[config.mk]
export PLATFORM = sky130hd
export DESIGN_NAME = layer_compositor
export DESIGN_NICKNAME = d
export VERILOG_FILES = /design/src/rtl/layer_compositor.sv
export SDC_FILE = /design/constraint.sdc
export NUM_CORES = 1
export LEC_CHECK = 0
export CAP_MARGIN = 20
export CORE_ASPECT_RATIO = 0.8
export CORE_MARGIN = 1.5
export CORE_UTILIZATION = 43
export CTS_CLUSTER_DIAMETER = 100
export DETAILED_ROUTE_END_ITERATION = 12
export PLACE_DENSITY = 0.76
export SETUP_SLACK_MARGIN = 0.4
export SLEW_MARGIN = 10
export SYNTH_ARGS = -nofsm -noshare
export SYNTH_HDL_FRONTEND = slang
export SYNTH_SLANG_ARGS = --single-unit
export TNS_END_PERCENT = 30
[constraint.sdc]
create_clock -name clk -period 1.9 [get_ports clk]
set_input_delay 0.19 -clock clk [delete_from_list [all_inputs] [get_ports clk]]
set_output_delay 0.19 -clock clk [all_outputs]
set_load 0.01 [all_outputs]
[src/rtl/layer_compositor.sv]
// rtl/layer_compositor.sv - two-stage layer priority compositor with per-frame overlap counter
// Optional macro LAYER_COMPOSITOR_OVERLAP_EN enables the overlap counter; otherwise overlap outputs are tied to 0.
module layer_compositor #(
  parameter int                 NUM_LAYERS  = 4,
  parameter int                 COLOR_W     = 16,
  parameter int                 PIX_W       = 13,
  parameter logic [COLOR_W-1:0] TRANSPARENT = 16'h0000,
  parameter int                 OVL_A       = 1,
  parameter int                 OVL_B       = 2,
  parameter int                 CNT_W       = 12
) (
  input  logic                          clk,
  input  logic                          reset,
  input  logic                          frame_begin,
  input  logic                          pix_valid,
  input  logic [PIX_W-1:0]              pixel_index,
  input  logic [NUM_LAYERS*COLOR_W-1:0] layer_col,
  input  logic [NUM_LAYERS-1:0]         layer_en_req,
  input  logic [COLOR_W-1:0]            bg_col,
  output logic [COLOR_W-1:0]            pixel_data,
  output logic [PIX_W-1:0]              pixel_index_out,
  output logic                          pixel_out_valid,
  output logic                          overlap_flag,
  output logic [CNT_W-1:0]              overlap_count
);

  logic [NUM_LAYERS-1:0]         r_layer_en_active;
  logic                          r_s1_valid;
  logic [NUM_LAYERS*COLOR_W-1:0] r_s1_col;
  logic [COLOR_W-1:0]            r_s1_bg;
  logic [PIX_W-1:0]              r_s1_idx;
  logic [COLOR_W-1:0]            r_pixel_data;
  logic [PIX_W-1:0]              r_pixel_index_out;
  logic                          r_pixel_out_valid;
  logic [COLOR_W-1:0]            w_sel_col;

  // Enables only change at frame boundaries so a frame is never composed with mixed settings.
  always_ff @(posedge clk) begin
    if (reset) begin
      r_layer_en_active <= '1;
    end else if (frame_begin) begin
      r_layer_en_active <= layer_en_req;
    end
  end

  always_ff @(posedge clk) begin
    if (reset) begin
      r_s1_valid <= 1'b0;
      r_s1_col   <= '0;
      r_s1_bg    <= '0;
      r_s1_idx   <= '0;
    end else begin
      r_s1_valid <= pix_valid;
      if (pix_valid) begin
        r_s1_col <= layer_col;
        r_s1_bg  <= bg_col;
        r_s1_idx <= pixel_index;
      end
    end
  end

  // Walk from lowest priority upward so the lowest visible index is the last assignment.
  always_comb begin
    w_sel_col = r_s1_bg;
    for (int i = NUM_LAYERS - 1; i >= 0; i--) begin
      if (r_layer_en_active[i] && (r_s1_col[i*COLOR_W +: COLOR_W] != TRANSPARENT)) begin
        w_sel_col = r_s1_col[i*COLOR_W +: COLOR_W];
      end
    end
  end

  always_ff @(posedge clk) begin
    if (reset) begin
      r_pixel_data      <= '0;
      r_pixel_index_out <= '0;
      r_pixel_out_valid <= 1'b0;
    end else begin
      r_pixel_out_valid <= r_s1_valid;
      if (r_s1_valid) begin
        r_pixel_data      <= w_sel_col;
        r_pixel_index_out <= r_s1_idx;
      end
    end
  end

  assign pixel_data      = r_pixel_data;
  assign pixel_index_out = r_pixel_index_out;
  assign pixel_out_valid = r_pixel_out_valid;

`ifdef LAYER_COMPOSITOR_OVERLAP_EN
  logic             w_ovl_hit;
  logic [CNT_W-1:0] w_ovl_next;
  logic [CNT_W-1:0] r_ovl_cnt;
  logic [CNT_W-1:0] r_overlap_count;
  logic             r_overlap_flag;

  // Overlap ignores priority: a pixel hidden by a higher layer still counts.
  assign w_ovl_hit = r_s1_valid
                  && r_layer_en_active[OVL_A] && r_layer_en_active[OVL_B]
                  && (r_s1_col[OVL_A*COLOR_W +: COLOR_W] != TRANSPARENT)
                  && (r_s1_col[OVL_B*COLOR_W +: COLOR_W] != TRANSPARENT);
  assign w_ovl_next = (w_ovl_hit && (r_ovl_cnt != {CNT_W{1'b1}})) ? r_ovl_cnt + 1'b1 : r_ovl_cnt;

  always_ff @(posedge clk) begin
    if (reset) begin
      r_ovl_cnt       <= '0;
      r_overlap_count <= '0;
      r_overlap_flag  <= 1'b0;
    end else if (frame_begin) begin
      r_overlap_count <= w_ovl_next;
      r_overlap_flag  <= (w_ovl_next != '0);
      r_ovl_cnt       <= '0;
    end else begin
      r_ovl_cnt <= w_ovl_next;
    end
  end

  assign overlap_count = r_overlap_count;
  assign overlap_flag  = r_overlap_flag;
`else
  assign overlap_count = '0;
  assign overlap_flag  = 1'b0;
`endif

endmodule

=== After elaboration in Yosys (flattened, before gate mapping) ===
Index checks and enable logic that the tools add are counted.

* Register bits after elaboration: 128
* Output and inout bits: 43
* Logic and storage cells: 20

* Multiplexer cells: 4
* Reduce and logical (&&, ||, !) cells: 8

{| class="wikitable"
|+ Operators with widths
! cell !! count
|-
| two-way mux 16 bit || 4
|-
| nonzero test 16 bit || 4
|-
| logical AND 1 bit || 4
|}

=== Logic depth before layout (Yosys ltp) ===
Gate-level depths: netlist of run 1.

* Depth in word-level cells: 6
* Mapped depth: 6
* Gate-level depth less buffers: 5

=== Worst setup path before layout of run 1 ===
OpenSTA, ideal clock, no wires.

* Kind: register -> register
* Start point: register r_s1_col[61]
* End point: register r_pixel_data[0] (netlist: pixel_data[0])
* Setup time: 92 ps
* Arrival time: 1829 ps
* Required time: 1808 ps
* Setup slack: -21 ps
* Stages on the path, launching flop included: 6
* Buffers on the path: 1
* Period minus slack after synthesis: 1921 ps
* Cell sequence: dfxtp_1 -> or4_4 -> o41ai_4 -> buf_6 -> a221oi_1 -> o32ai_1

* Longest elaborated chain between the ends: 6

{| class="wikitable"
|+ RTL lines
! item !! line !! text
|-
| start, declared || 29 || <nowiki>logic [NUM_LAYERS*COLOR_W-1:0] r_s1_col;</nowiki>
|-
| start signal, assigned || 55 || <nowiki>r_s1_col <= layer_col;</nowiki>
|-
| nonzero test 16 bit || 66 || <nowiki>if (r_layer_en_active[i] && (r_s1_col[i*COLOR_W +: COLOR_W] != TRANSPARENT)) begin</nowiki>
|-
| logical AND 1 bit || 66 ||
|-
| two-way mux 16 bit (4 in series) || 66 ||
|-
| end signal, assigned || 80 || <nowiki>r_pixel_data <= w_sel_col;</nowiki>
|-
| end, declared || 32 || <nowiki>logic [COLOR_W-1:0] r_pixel_data;</nowiki>
|}

No other way between the ends.
A chain may end at the register's enable or synchronous reset.

=== Worst setup path in the final report of run 1 ===
* Start point: register r_s1_col[63]
* End point: register r_pixel_data[4] (netlist: pixel_data[4])

The elaborated chain is that of the path after synthesis.

==> results of run 1 <==
[cell type report]
class	instances	area (sq um)	share of cell area
inverters	4	15.01	0.002008
flip-flops and latches	128	2570	0.3437
well taps	148	185.2	0.02476
clock buffers	22	444.2	0.05939
clock inverters	8	67.56	0.009035
repair buffers	172	1713	0.2290
multi-input cells	366	2484	0.3321
[Yosys cell counts]
master      n
a21oi_1     3
a221o_1     3
a221oi_1   16
a41o_1      2
a41oi_1     2
buf_1       2
buf_4      13
buf_6       1
clkbuf_1   38
conb_1      1
dfxtp_1   128
inv_1       4
mux2i_1   108
nand2_1    33
nand4_1     1
nor2_1    107
nor2b_1     1
nor4_1     12
o211ai_1   18
o21ai_0    13
o221ai_1    3
o22ai_1    13
o32ai_1    13
o41ai_4     1
or4_1       2
or4_4       2
[power by group through the flow]
stage / clock network [uW] / logic [uW] / registers (uW)
global placement: 0 / 980 / 3030
detailed placement: 0 / 998 / 3030
floorplan: 0 / 533 / 2990
CTS: 2900 / 1020 / 2980
finish: 2870 / 1040 / 2990
global route: 3020 / 1120 / 2990
[critical path, cell delays in order, from the launching register on]
cell,delay [ps]
dfxtp_1,330
or4_4,550
o41ai_4,430
buf_12,170
buf_4,110
buf_6,90
a221oi_1,70
o32ai_1,220
[state kept, by name, summed over array words and instances (netlist names)]
name / cells
pixel_index_out: 13
r_s1_idx: 13
r_s1_valid: 1
r_layer_en_active: 4
pixel_data: 16
r_s1_col: 64
r_s1_bg: 16
pixel_out_valid: 1
[worst max-delay path by stage]
stage	slack, ps	to	start
2_1_floorplan	20	pixel_data[0]	r_s1_col[59]
3_3_place_gp	50	pixel_data[3]	r_s1_col[49]
3_5_place_dp	-70	pixel_data[14]	r_s1_col[59]
4_1_cts	-80	pixel_data[9]	r_s1_col[50]
5_1_grt	-230	pixel_data[9]	r_s1_col[63]
6_report	-180	pixel_data[4]	r_s1_col[63]
[routing by layer]
layer	vias up	GRT usage	wire, um
li1	2222	-	-
met1	2284	0.3511	7330
met2	210	0.4052	7318
met3	18	0.05600	1390
met4	0	0.08400	202
met5	-	0	0
[cell usage in the layout (no fill, tap or decap), types with 3 or more instances in the layout]
cell type	instances
o32ai_1	11
dfxtp_1	122
buf_4	35
dfxtp_2	6
o22ai_1	13
nor4_1	12
or4_4	3
dlymetal6s2s_1	11
inv_1	4
mux2i_1	108
a21oi_1	3
clkbuf_16	17
o21ai_0	13
buf_12	6
dlygate4sd2_1	13
clkinv_2	6
clkbuf_1	5
a221o_1	3
conb_1	13
nor2_1	107
o211ai_1	18
nand2_1	33
o221ai_1	3
a221oi_1	14
clkdlybuf4s50_1	104
[per-stage QoR]
| stage | total power [uW] | cell area (sq um) | hold slack (ps) |
|---|---|---|---|
| floorplan | 3525 | 5294 | 268.0 |
| global placement | 4007 | 6830 | 471.3 |
| detailed placement | 4029 | 6830 | 480.5 |
| CTS | 6898 | 7392 | 154.8 |
| global route | 7135 | 7478 | 180.2 |
| finish | 6903 | 7478 | 161.4 |
[logic make-up after synthesis]
family | count (synthesis) | share of synthesized area
other cells | 1 | 0.0007151
simple gates | 158 | 0.1241
buf+inv | 58 | 0.05225
flops | 128 | 0.4887
compound gates | 87 | 0.1281
mux | 108 | 0.2062
[timing repair]
item                       4_1_cts  5_1_grt
gates resized for setup         22       17
setup endpoints to repair       29       27
pin swaps                        5        7
hold buffers                     0        0
setup buffers                    5        5
==> impl_metrics.csv, run 1 <==
group,metric,value,unit
outcome,status,"complete, but fails checks",
outcome,violations,"setup timing",
synthesis,yosysTopAreaCell,"dfxtp_1",
pwr,p_seq_frac,0.433,
synthesis,synthesis.area,5244,sq um
global_route,grt-ovfl-total,0,
cells_and_area,synthToLayoutAreaGrowth,42.62,%
floorplan,die_x,126.5,um
route,drc,0,
timing,drv_slew,0,
route,routed_wl,16240,um
placed_design,placed_cells,808,
cells_and_area,nFillCells,970,
cts,cts_made_buffers,17,
route,final_antenna_net_count,0,
placed_design,portBuffers,130,
route,detail_route.wl_per_cell,19.15,um
pwr,ir_drop,0.7406,mV
cts,tritoncts,"yes",
setup_path,path_class,"reg -> reg",
timing,period_share,1.093,
synthesis,ys_warn_count,0,
cts,cts_buffer_depth,2,
cts,clock-sinks,128,
timing,clock_skew,7.872,ps
setup_path,endpoint_kind,"flip-flop",
pwr,leakagePower,0.003385,uW
pwr,power.internal,5172,uW
setup_path,cp_max_fo,7,
pwr,powerDensity,923.0,nW/um^2
worst_hold_path,hold_path_depth,2,
setup_path,reg2reg_from,"r_s1_col[63]",
job,maxCapViolCount,0,
synthesis,seq_area_frac_synth,0.4887,
worst_hold_path,hold_class,"in -> reg",
timing,worst_pin_slew,530.7,ps
cts,clkSlewWorstSetupHoldPaths,60,ps
timing,period_minus_slack,2076,ps
floorplan,coreArea,11690,sq um
timing,setup_ws,-175.9,ps
setup_path,timing.rr.end,"pixel_data[4]",
route,via_count,4734,
route,viasPerCell,5.583,
global_route,grt_max_degree,51,
global_route,grt_pass1_vias,4701,
cells_and_area,diodes,0,
cts,clock_latency,410,ps
timing,grt_setup_unrepaired,"true",
setup_path,required,2220,ps
floorplan,row_count,35,
setup_path,reg2regPathDepth,7,
worst_hold_path,hold_path_end,"r_s1_col[32]",
timing,setup_viol,15,
synthesis,ys_ff_latch,128,
timing,max_freq,481.7,MHz
global_route,grt_pass1_wl,25020,um
floorplan,die_height,101.8,um
global_route,track_usage,0.2563,
synthesis,synthDistinctLibCells,26,
floorplan,io_pins,144,
cells_and_area,drive_gt1_frac,0.1186,
pwr,combPwrFrac,0.151,
route,drtPass1Iterations,5,
global_route,grt_antenna_before_repair,0,
timing,hold_violations,0,
setup_path,r2r_setup_slack,-180,ps
placed_design,hpwl,11750,um
placed_design,place.gp.congestion,0.8995,
floorplan,design.die.area,12870,sq um
cells_and_area,instances_no_fill,848,
timing,maxSlewHeadroom,0.6454,
worst_hold_path,hp-start,"reset",
synthesis,synth_top_area_share,0.4887,
pwr,p_sw_frac,0.2507,
synthesis,synth.area.top_cells,"dfxtp_1 (49%), mux2i_1 (21%), nor2_1 (7.7%), clkbuf_1 (2.7%), a221oi_1 (2.7%)",
cts,cts_max_level,4,
synthesis,synthCells,540,
synthesis,avgSynthCellArea,9.711,sq um
pwr,pwr-share-clk,0.416,
floorplan,initial_core_util,0.4485,
cells_and_area,post-route-util,0.6396,
setup_path,cp-start-kind,"flip-flop",
placed_design,preCtsSetupSlack,-68.41,ps
setup_path,arrival,2390,ps
timing,setup_tns,-1641,ps
pwr,switchingPower,1731,uW
route,dr.first_iter.drc_count,439,
cts,cts-root-buf,"clkbuf_16",
cells_and_area,nets,790,
Note: power is estimated with default switching activity, not from simulation.
==> run 2: changes to the inputs <==
--- a/config.mk
+++ b/config.mk
@@ -12,7 +12,6 @@
 export CTS_CLUSTER_DIAMETER = 100
 export DETAILED_ROUTE_END_ITERATION = 12
 export PLACE_DENSITY = 0.76
-export SETUP_SLACK_MARGIN = 0.4
 export SLEW_MARGIN = 10
 export SYNTH_ARGS = -nofsm -noshare
 export SYNTH_HDL_FRONTEND = slang
==> constraint.sdc (replaced) <==
create_clock -name clk -period 1.9 [get_ports clk]
set_input_delay 0.19 -clock clk [delete_from_list [all_inputs] [get_ports clk]]
set_output_delay 0.19 -clock clk [all_outputs]
set_load 0.05 [all_outputs]
==> run 2 against run 1 <==
Net effect:
- non-clock buffer count is 3 lower
- critical path type unchanged
- core utilization is 0.48 points lower
- final cell count is 0.12% lower
- the run still ends with setup timing left
- wire length is 0.20% lower
==> impl_metrics.csv, run 2 (synthesized netlist as in run 1, its figures left out) <==
group,metric,value,unit
global_route,track_usage,0.2526,
route,final_antenna_net_count,0,
setup_path,r2r_setup_slack,-60,ps
route,viasPerCell,5.580,
pwr,powerDensity,954.4,nW/um^2
route,drc,0,
setup_path,cp-start-kind,"flip-flop",
floorplan,row_count,35,
global_route,grt_pass1_wl,24450,um
floorplan,die_height,101.8,um
job,maxCapViolCount,0,
global_route,grt-ovfl-total,0,
cells_and_area,mostFrequentLayoutCells,"clkdlybuf4s50_1 (128), dfxtp_1 (126), mux2i_1 (108)",
setup_path,required,2230,ps
timing,maxSlewHeadroom,0.5338,
pwr,power.internal,5152,uW
setup_path,timing.rr.end,"pixel_data[3]",
timing,setup_viol,13,
worst_hold_path,hold_path_end,"r_s1_col[32]",
global_route,grt_max_degree,66,
floorplan,design.die.area,12870,sq um
timing,drv_slew,0,
pwr,ir_drop,0.7588,mV
cells_and_area,largest_reg_flops,64,
cells_and_area,layout_commonest_cell,"clkdlybuf4s50_1",
placed_design,place.gp.congestion,0.9811,
cts,cts_max_level,4,
timing,period_share,1.030,
pwr,leakagePower,0.003116,uW
worst_hold_path,hold_path_depth,2,
placed_design,portBuffers,130,
setup_path,cp_max_fo,9,
cells_and_area,post-route-util,0.6348,
placed_design,hpwl,12050,um
setup_path,reg2reg_from,"r_s1_col[63]",
floorplan,io_pins,144,
cells_and_area,largest_register,"r_s1_col",
cells_and_area,diodes,0,
timing,setup_ws,-57.03,ps
route,routed_wl,16210,um
timing,max_freq,511.0,MHz
route,dr.first_iter.drc_count,377,
global_route,grt_antenna_before_repair,0,
worst_hold_path,hp-start,"reset",
cts,cts_hold_buf,0,
pwr,p_sw_frac,0.2727,
floorplan,die_x,126.5,um
floorplan,coreArea,11690,sq um
floorplan,initial_core_util,0.4485,
global_route,grt_pass1_vias,4443,
cts,clock_latency,410,ps
timing,clock_skew,8.802,ps
worst_hold_path,hold_class,"in -> reg",
pwr,p_seq_frac,0.421,
cts,cts_made_buffers,17,
pwr,finalPower,7084,uW
outcome,status,"complete, but fails checks",
timing,grt_setup_unrepaired,"true",
cts,tritoncts,"yes",
pwr,combPwrFrac,0.167,
cells_and_area,drive_gt1_frac,0.1159,
setup_path,endpoint_kind,"flip-flop",
cts,clock-sinks,128,
pwr,switchingPower,1932,uW
pwr,pwr-share-clk,0.412,
outcome,violations,"setup timing",
timing,worst_pin_slew,699.3,ps
cells_and_area,synthToLayoutAreaGrowth,41.54,%
cts,cts_buffer_depth,2,
setup_path,reg2regPathDepth,6,
timing,hold_violations,0,
route,via_count,4726,
cts,clkSlewWorstSetupHoldPaths,60,ps
route,detail_route.wl_per_cell,19.14,um
route,drtPass1Iterations,7,
cts,cts-root-buf,"clkbuf_16",
timing,period_minus_slack,1957,ps
setup_path,path_class,"reg -> reg",
cells_and_area,nets,787,
setup_path,arrival,2290,ps
## run 2: cell type report
cell class / count / area (sq um)
multi-input combinational: 366 / 2487
timing repair buffer: 169 / 1634
tap: 148 / 185.2
fill: 949 / 4270
clock inverter: 11 / 65.06
inverter: 4 / 15.01
sequential: 128 / 2565
clock buffer: 21 / 470.5
## run 2: timing repair
item / in CTS / in global routing
pin swaps: 13 / 3
endpoints found under the hold margin: 0 / 0
resized for setup: 3 / 6
setup endpoints to repair: 15 / 16
setup buffers: 1 / 0
## run 2: power groups by stage
stage	Sequential (uW)	Combinational [uW]	Clock, uW
5_1_grt	2990	1260	3070
3_5_place_dp	3030	1150	0
2_1_floorplan	3090	575	0
4_1_cts	2970	1160	2930
3_3_place_gp	3020	1130	0
6_report	2980	1190	2920
## run 2: worst max-delay path by stage
stage,start,to,cells past startpoint
after floorplan,r_s1_col[61],pixel_data[0],5
after global routing,r_s1_col[61],pixel_data[9],6
after detailed placement,r_s1_col[49],pixel_data[3],6
after CTS,r_s1_col[61],pixel_data[9],6
final,r_s1_col[63],pixel_data[3],6
after global placement,r_s1_col[0],pixel_data[9],6
## run 2: through the flow
stage,instance area [sq um],cells,TNS [ps],worst slack (ps),hold WS (ps)
4_1_cts,7386,847,-197.2,-33.85,59.78
3_3_place_gp,6834,814,0,5.646,472.2
3_5_place_dp,6834,814,-184.0,-42.43,481.5
5_1_grt,7422,847,-1175,-132.8,63.63
6_report,7422,847,-248.4,-57.03,67.01
2_1_floorplan,5289,552,-126.7,-20.81,268.0
## run 2: layer usage
metal	global-route usage	share of wire
met5	0	0
met4	0.08134	0.013
met3	0.06920	0.086
met2	0.3855	0.45
met1	0.3488	0.46
## run 2: worst max-delay path: stages, from the launching register on
cell and delay, ps:
dfxtp_1 330, or4_4 540, o41ai_4 440, buf_6 200
a221o_1 160, o211ai_1 80, a21oi_1 130
==> run 3: changes to the inputs <==
--- a/config.mk
+++ b/config.mk
@@ -8,10 +8,12 @@
 export CAP_MARGIN = 20
 export CORE_ASPECT_RATIO = 0.8
 export CORE_MARGIN = 1.5
-export CORE_UTILIZATION = 43
+export CORE_UTILIZATION = 48
 export CTS_CLUSTER_DIAMETER = 100
 export DETAILED_ROUTE_END_ITERATION = 12
-export PLACE_DENSITY = 0.76
+export PLACE_DENSITY = 0.8
+export RECOVER_POWER = 50
+export SKIP_CTS_REPAIR_TIMING = 1
 export SLEW_MARGIN = 10
 export SYNTH_ARGS = -nofsm -noshare
 export SYNTH_HDL_FRONTEND = slang
==> constraint.sdc (replaced) <==
create_clock -name clk -period 2.14 [get_ports clk]
set_input_delay 0.214 -clock clk [delete_from_list [all_inputs] [get_ports clk]]
set_output_delay 0.214 -clock clk [all_outputs]
set_load 0.05 [all_outputs]
==> run 3 against run 2 <==
Net effect:
- the flow finishes with violations (capacitance limit, slew limit)
- clock power is 3% lower
- die area is 10% lower
- sequential power is 11% lower
- combinational power is 20% lower
- largest power group is now clock
- final area is 3.2% lower
- non-clock buffer count is 25 lower
- worst setup slack better by 210 ps
- sequential share of layout area is 1.1 points higher
- power is 9.2% lower
==> impl_metrics.csv, run 3 (synthesized netlist as in run 1, its figures left out) <==
group,metric,value,unit
route,drc,0,
timing,hold_violations,0,
cells_and_area,largest_reg_flops,64,
route,final_antenna_net_count,0,
outcome,status,"complete, but fails checks",
setup_path,critical-path-top-delay-family,"compound AO/OA/AOI/OAI gates",
outcome,violations,"capacitance limit, slew limit",
cells_and_area,nets,762,
route,viasPerCell,5.678,
setup_path,required,2450,ps
setup_path,r2r_setup_slack,150,ps
placed_design,preCtsSetupSlack,173.6,ps
route,dr.first_iter.drc_count,359,
setup_path,cp_num_buf_inv,1,
timing,worst_pin_slew,1691,ps
timing,drv_slew,52,
cts,cts_made_buffers,17,
route,via_count,4616,
route,routed_wl,15590,um
cells_and_area,mostFrequentLayoutCells,"clkdlybuf4s50_1 (128), dfxtp_1 (128), mux2i_1 (108)",
floorplan,row_count,33,
floorplan,die_height,96.49,um
timing,period_share,0.9297,
placed_design,portBuffers,130,
placed_design,hpwl,11390,um
setup_path,critical_path.max_stage_delay,610,ps
job,maxCapViolCount,1,
timing,setup_viol,0,
floorplan,design.die.area,11560,sq um
timing,clock_skew,7.173,ps
timing,whs,195.4,ps
cells_and_area,largest_register,"r_s1_col",
timing,setup_tns,0,ps
floorplan,die_x,119.9,um
setup_path,cp_max_fo,9,
timing,period_minus_slack,1990,ps
pwr,powerDensity,895.0,nW/um^2
global_route,grt_max_degree,116,
global_route,grt_pass1_wl,23540,um
timing,max_freq,502.6,MHz
setup_path,path_cells,"or4_1 -> o41ai_4 -> buf_4 -> a221oi_1 -> o32ai_1",
floorplan,io_pins,144,
cts,cts_max_level,4,
cts,tritoncts,"yes",
pwr,finalPower,6434,uW
global_route,grt_pass1_vias,4477,
global_route,grt_antenna_before_repair,0,
global_route,track_usage,0.2712,
floorplan,coreArea,10450,sq um
cts,clock-sinks,128,
setup_path,arrival,2300,ps
pwr,ir_drop,0.5786,mV
timing,maxSlewHeadroom,-0.1276,
cts,cts-root-buf,"clkbuf_16",
cells_and_area,drive_gt1_frac,0.07132,
route,detail_route.wl_per_cell,19.17,um
cts,cts_buffer_depth,2,
cells_and_area,synthToLayoutAreaGrowth,37.08,%
timing,grt_setup_unrepaired,"false",
cells_and_area,diodes,0,
pwr,leakagePower,0.002974,uW
placed_design,place.gp.congestion,0.9465,
setup_path,endpoint_kind,"flip-flop",
cts,clkSlewWorstSetupHoldPaths,60,ps
cts,clock_latency,420,ps
setup_path,cp-start-kind,"flip-flop",
global_route,grt-ovfl-total,0,
route,drtPass1Iterations,5,
timing,setup_ws,150.5,ps
floorplan,initial_core_util,0.5020,
setup_path,crit_slowest_cell,"or4_1",
worst_hold_path,hold_class,"in -> reg",
setup_path,path_class,"reg -> reg",
[run 3: area by class of cell]
cell class | count | area (sq um)
fill | 815 | 3258
sequential | 128 | 2562
multi-input combinational | 366 | 2452
timing repair buffer | 144 | 1404
clock buffer | 18 | 439.2
tap | 140 | 175.2
clock inverter | 13 | 140.1
inverter | 4 | 15.01
[run 3: per-stage QoR]
stage / cell area [sq um] / utilization / cells
after global routing: 7188 / 0.6881 / 813
after floorplan: 5289 / - / 552
after CTS: 7223 / 0.6915 / 813
after detailed placement: 6644 / 0.6360 / 782
after global placement: 6644 / 0.6360 / 782
final: 7188 / 0.6881 / 813
[run 3: routing by layer]
metal  track usage  wire (um)  up-vias
li1              -          -     2170
met1        0.3590       6976     2230
met2        0.4301       7102      195
met3       0.07512       1277       21
met4       0.09524        232        0
met5             0          0        -
[run 3: path summary, 6_finish.rpt]
path / from / endpoint / cells after the start
min reg2reg: pixel_index_out[12] / pixel_index_out[12] / 2
max: r_s1_col[54] / pixel_data[14] / 5
max reg2reg: r_s1_col[54] / pixel_data[14] / 5
min: reset / r_s1_col[47] / 2
[run 3: report_power, final]
part           internal, uW  switching, uW
Combinational           444            510
Sequential             2520            136
Clock                  1740           1080
Total                  4700           1730
